==> config.mk <==
export PLATFORM = sky130hd
export DESIGN_NAME = trace_pattern_gen
export DESIGN_NICKNAME = d
export VERILOG_FILES = /design/src/rtl/trace_pattern_gen.sv
export SDC_FILE = /design/constraint.sdc
export NUM_CORES = 1
export LEC_CHECK = 0
export ABC_AREA = 1
export BUFFER_PORTS_ARGS = -buffer_cell sky130_fd_sc_hd__buf_2
export CAP_MARGIN = 20
export CORE_MARGIN = 3
export CORE_UTILIZATION = 30
export CTS_BUF_LIST = sky130_fd_sc_hd__clkbuf_2 sky130_fd_sc_hd__clkbuf_4 sky130_fd_sc_hd__clkbuf_8
export DETAILED_ROUTE_END_ITERATION = 12
export SLEW_MARGIN = 30
export SYNTH_ARGS = -nofsm -noshare
export SYNTH_HDL_FRONTEND = slang
export SYNTH_SLANG_ARGS = --single-unit
==> constraint.sdc <==
create_clock -name clk -period 1.6 [get_ports clk]
set_clock_uncertainty 0.2 [all_clocks]
set_input_delay 0.08 -clock clk [delete_from_list [all_inputs] [get_ports clk]]
set_output_delay 0.08 -clock clk [all_outputs]
set_load 0.01 [all_outputs]
==> src/rtl/trace_pattern_gen.sv <==
// Multi-channel trace pattern generator: IDLE -> RUN (MAX_CYC advances) -> DONE.
// Define TRACE_PATTERN_GEN_PARITY_EN to add the registered per-channel parity output parity_o.
module trace_pattern_gen #(
  parameter int CH      = 4,
  parameter int W       = 8,
  parameter int MAX_CYC = 6
) (
  input  logic                clk,
  input  logic                rst_n,
  input  logic                start,
  input  logic                abort,
  input  logic [W-1:0]        seed,
  input  logic [2*CH-1:0]     mode,
  output logic [CH*W-1:0]     data_o,
  output logic                valid_o,
  output logic [1:0]          state_o,
  output logic [31:0]         cyc_o,
  output logic                done_o
`ifdef TRACE_PATTERN_GEN_PARITY_EN
  ,
  output logic [CH-1:0]       parity_o
`endif
);

  typedef enum logic [1:0] {
    IDLE = 2'd0,
    RUN  = 2'd1,
    DONE = 2'd2
  } state_t;

  localparam logic [31:0] LAST_CYC = 32'(MAX_CYC - 1);

  state_t            state;
  state_t            state_next;
  logic [CH*W-1:0]   seed_data;
  logic [CH*W-1:0]   adv_data;
  logic [CH*W-1:0]   data_next;
  logic [31:0]       cyc_next;

  for (genvar c = 0; c < CH; c++) begin : g_ch
    logic [W-1:0] cur;
    assign cur = data_o[W*c +: W];
    assign seed_data[W*c +: W] = seed + W'(c);

    always_comb begin
      adv_data[W*c +: W] = cur;
      case (mode[2*c +: 2])
        2'b00:   adv_data[W*c +: W] = cur;
        2'b01:   adv_data[W*c +: W] = ~cur;
        2'b10:   adv_data[W*c +: W] = cur + W'(1);
        default: adv_data[W*c +: W] = cur - W'(1);
      endcase
    end
  end

  // Abort is checked before the terminal-advance test so it always wins.
  always_comb begin
    state_next = state;
    data_next  = data_o;
    cyc_next   = cyc_o;
    case (state)
      IDLE: begin
        if (start) begin
          state_next = RUN;
          data_next  = seed_data;
          cyc_next   = '0;
        end
      end
      RUN: begin
        if (abort) begin
          state_next = IDLE;
          data_next  = '0;
          cyc_next   = '0;
        end else begin
          data_next = adv_data;
          cyc_next  = cyc_o + 32'd1;
          if (cyc_o == LAST_CYC) state_next = DONE;
        end
      end
      DONE:    state_next = IDLE;
      default: state_next = IDLE;
    endcase
  end

`ifdef TRACE_PATTERN_GEN_PARITY_EN
  logic [CH-1:0] parity_next;
  for (genvar c = 0; c < CH; c++) begin : g_par
    assign parity_next[c] = ^data_next[W*c +: W];
  end
`endif

  always_ff @(posedge clk) begin
    if (!rst_n) begin
      state   <= IDLE;
      data_o  <= '0;
      cyc_o   <= '0;
      valid_o <= 1'b0;
      done_o  <= 1'b0;
`ifdef TRACE_PATTERN_GEN_PARITY_EN
      parity_o <= '0;
`endif
    end else begin
      state   <= state_next;
      data_o  <= data_next;
      cyc_o   <= cyc_next;
      valid_o <= (state_next == RUN);
      done_o  <= (state_next == DONE);
`ifdef TRACE_PATTERN_GEN_PARITY_EN
      parity_o <= parity_next;
`endif
    end
  end

  assign state_o = state;

endmodule

; Word level (Yosys, flattened, before mapping)
; Cells that the tools add are included.
[word_totals]
inputBits = 20
reg_bits = 68
output_inout_bits = 68
word_cells = 66
[classes]
n_addsub = 12
reduce_logical = 11
eq_ne = 17
muxes = 14
bitwise_logic = 4
[op_table]
columns = operator, n
row1 = $mux W32, 4
row2 = $pmux W32 S2, 2
row3 = $pmux W8 S3, 4
row4 = $add A8 B1 Y8 const B, 5
row5 = $add A32 B1 Y32 const B, 1
row6 = $eq A32 B3 Y1 const B, 1
row7 = $not A8 Y8, 4
row8 = $sub A8 B1 Y8 const B, 4
row9 = $add A8 B2 Y8 const B, 2
row10 = $eq A2 B1 Y1 const B, 6
row11 = $ne A3 B3 Y1 const B, 4
row12 = $reduce_and A3 Y1, 4
row13 = $eq A2 B2 Y1 const B, 5
row14 = $logic_not A2 Y1, 5
row15 = $mux W2, 3
row16 = $pmux W2 S2, 1
row17 = $ne A2 B2 Y1 const B, 1
row18 = $reduce_and A2 Y1, 1
row19 = $reduce_bool A2 Y1, 1

; Depth between registers and ports, before layout
[logic_depth]
ltp_word = 5
mapped_depth = 13
mapped_depth_nobuf = 13

; Worst setup path before layout
; Ideal clock, no wire load.
[synth_timing]
path_type = register to register
startpoint = register data_o[8]
endpoint = register data_o[14]
path_buffers = 0
t_arrival_ns = 1.483
setup_slack_ns = -0.153
setup_ns = 0.070
path_stages_with_launch = 12
period_less_slack_ns = 1.753
cell_sequence = dfxtp_1 inv_1 fa_1 inv_1 nand3_1 nand3_1 nand2_1 nand2_1 nand2_1 nand3_1 nand2_1 a21oi_1
[synth_via]
elab_chain_len = 4
word_cells_on_any_way = 5
[synth_rtl]
columns = item, line
row1 = start: declaration, 14  ; output logic [CH*W-1:0] data_o,
row2 = start signal: assignment, 104  ; data_o <= data_next;
row3 = $sub A8 B1 Y8 / $add A8 B1 Y8 (equally long branches), "51, 50"
row4 = $pmux W8 S3 *, 47  ; case (mode[2*c +: 2])
row5 = $mux W32 *, 70  ; if (abort) begin
row6 = $pmux W32 S2 *, 61  ; case (state)
; Every way passes the cells marked *; elsewhere a longest branch is shown, timed or not.
; A chain may end at the register's enable or synchronous reset.

; Worst setup path after layout
[layout_timing]
startpoint = register cyc_o[0]
endpoint = register cyc_o[30]
[layout_via]
elab_chain_len = 3
[layout_rtl]
columns = item, line
row1 = start: declaration, 17  ; output logic [31:0] cyc_o,
row2 = start signal: assignment, 105  ; cyc_o <= cyc_next;
row3 = $add A32 B1 Y32, 76  ; cyc_next = cyc_o + 32'd1;
row4 = $mux W32, 70
row5 = $pmux W32 S2, 61
; No other way between the ends.

==> flow_summary.yaml <==
status:
  status: "finished, violations left"
  violations: "negative setup slack"
timing:
  rsz0062_at_grt: "yes"
  fin_crit_ps: 1710
  fin_ws_ps: -113
  worst_pin_slew_ps: 693
  slew_headroom: 0.538
  drv_slew: 0
  setup_viol: 29
  finalCritPeriodShare: 1.07
  hold_viol: 0
  fmax_ghz: 0.584
logic_synthesis:
  synthArstFlopShare: 0
  syn-instance-count: 890
  ys_warn_count: 0
  yosysSeqAreaShare: 0.246
  synth_enable_flop_cells: 0
  syn_nets: 947
  synth-seq-cells: 68
  syn_area_um2: 5540
  ys.flop_type: "dfxtp_1"
  ys_types: 42
  synth.avg_cell_area_um2: 6.22
cts:
  clk_latency_ps: 370
  path_clk_slew_ps: 80
  clk_path_buf_depth: 2
  htree_levels: 3
  root_buffer: "clkbuf_8"
  cts.sinks: 68
  tritoncts: "built"
  numCtsBuffers: 9
cells_and_area:
  diodes: 0
  final_cell_mix: "nand2_1, buf_4, inv_1"
  nNetsFinal: 1211
  layout_commonest_cell: "nand2_1"
  drive_gt1_frac: 0.450
  final_area_um2: 8840
  fin_cells: 1388
  syn_to_final_growth_pct: 59.8
floorplan:
  chipWidth_um: 142
  rows: 49
  core_region_area_um2: 18000
  io-pin-count: 88
  dieArea_um2: 20100
  initial_core_util: 0.307
  die_h_um: 142
global_routing:
  antenna_found_initial: 0
  grt_pass1_wl_um: 29800
  grt_max_degree: 21
  gr-usage-all-layers: 0.181
  grt_pass1_vias: 6230
  gr-total-overflow: 0
critical_path:
  reg2reg_to: "cyc_o[30]"
  cp.required_ps: 1670
  cp-startpoint: "cyc_o[0]"
  cp-end-kind: "flop"
  r2r-start: "cyc_o[0]"
  r2r_setup_slack_ps: -110
  crit_type: "reg2reg"
  crit_fanout: 5
  worstPathArrival_ps: 1780
  start_kind: "flop"
  r2r_cells: 8
  crit_path_end: "cyc_o[30]"
place:
  dp_hpwl_um: 14100
  gp_congestion: 0.880
  io_buffers: 87
  dp.cells: 1331
  post_dp_cell_area_um2: 7360
hold_path:
  hold_path_depth: 5
  hp-class: "in2reg"
drt:
  routed_wirelength_um: 19400
  first_pass_iters: 6
  post-route-drc-count: 0
  ant_nets: 0
  wl_per_cell_um: 14.0
  drt_iter0_drc: 323
  vias_per_cell: 4.92
  num_vias: 6835
power:
  finalPower_uw: 5640
  p_leak_uw: 0.00415
  ir_drop_mv: 0.499
  power.density_nw_per_um2: 638
job:
  drv_cap: 0
==> flip-flops by register name, indices dropped and copies added (netlist names) <==
register / flops
data_o: 32
cyc_o: 32
done_o: 1
valid_o: 1
state_o: 2
==> how the worst min path moves through the flow <==
stage | startpoint | end | slack [ps]
2_1_floorplan | rst_n | cyc_o[19] | 30
3_3_place_gp | start | state_o[0] | 230
3_5_place_dp | start | state_o[0] | 240
4_1_cts | seed[2] | data_o[18] | 9
5_1_grt | seed[2] | data_o[18] | 40
6_report | seed[2] | data_o[18] | 20
==> cells by family (layout without fill, tap and decap cells) <==
logic type | Yosys count | after routing | synth area share
xor+xnor | 8 | 8 | 0.0127
buf+inv | 164 | 433 | 0.120
simple gates | 407 | 407 | 0.333
compound gates | 206 | 206 | 0.200
fa+ha+maj | 37 | 37 | 0.0891
flops | 68 | 68 | 0.246
==> final cells by class <==
class / count / area [um^2]
fill: 1788 / 9180
multi-input combinational: 658 / 4360
timing repair buffer: 273 / 1990
sequential: 68 / 1440
inverter: 144 / 573
tap: 229 / 287
clock buffer: 10 / 131
clock inverter: 6 / 65.1
==> metal layers <==
layer  vias to the layer above  track usage  share of wire
met1                      3151        0.233           0.44
met5                         -            0              0
met4                         0       0.0414          0.013
met3                        17       0.0344          0.055
met2                       184        0.314           0.49
li1                       3483            -              -
==> worst max-delay path, stage by stage (launching register included) <==
cell and delay [ps]:
dfxtp_4 390, ha_4 150, nand3_4 110, nor2_4 140, nand3_4 120, nor2_4 170, nand4_1 150, nor2_1 120
nor2_1 50
==> synth_stat cells, types with 2 or more instances <==
cell type / n / area share
ha_1: 33 / 0.075
nand2_1: 200 / 0.14
nand3_1: 62 / 0.056
inv_2: 4 / 0.0027
nand2_4: 2 / 0.0041
buf_4: 2 / 0.0027
nand2_2: 7 / 0.0079
nor2_1: 76 / 0.052
nor2_2: 3 / 0.0034
xor2_1: 6 / 0.0095
inv_1: 138 / 0.094
a31oi_1: 8 / 0.0090
o31ai_1: 2 / 0.0027
a221oi_1: 2 / 0.0032
nor3_1: 17 / 0.015
dfxtp_1: 68 / 0.25
or2_2: 2 / 0.0023
fa_1: 4 / 0.014
o211ai_1: 3 / 0.0041
o21ai_1: 5 / 0.0045
nand3_2: 4 / 0.0072
xnor2_1: 2 / 0.0032
nor2_4: 8 / 0.016
buf_2: 10 / 0.0090
buf_6: 3 / 0.0061
a21oi_1: 114 / 0.10
o21ai_0: 64 / 0.058
clkbuf_1: 5 / 0.0034
nand4_1: 23 / 0.026
==> where the power goes <==
group          switching, uW  internal (uW)
logic                   1230           1050
clock network            750            737
registers               88.8           1780
total                   2070           3570
==> per-stage QoR <==
step                      setup TNS, ps   util  worst slack, ps  hold slack [ps]
final                             -1340  0.491             -113             24.6
after global routing              -4130  0.491             -225             41.6
after CTS                          -475  0.441            -86.0             8.71
after detailed placement          -5330  0.408             -303              236
after global placement            -4010  0.408             -234              231
after floorplan                   -42.8      -            -18.4             33.1
==> repair_timing <==
item,in CTS,in global routing
cloned,1,1
hold buffers,10,0
resized for setup,59,219
setup endpoints to repair,51,59
pin swaps,26,52
buffers inserted,11,18
hold endpoints to repair,15,0
No activity file was read; power rests on OpenSTA's default activity.
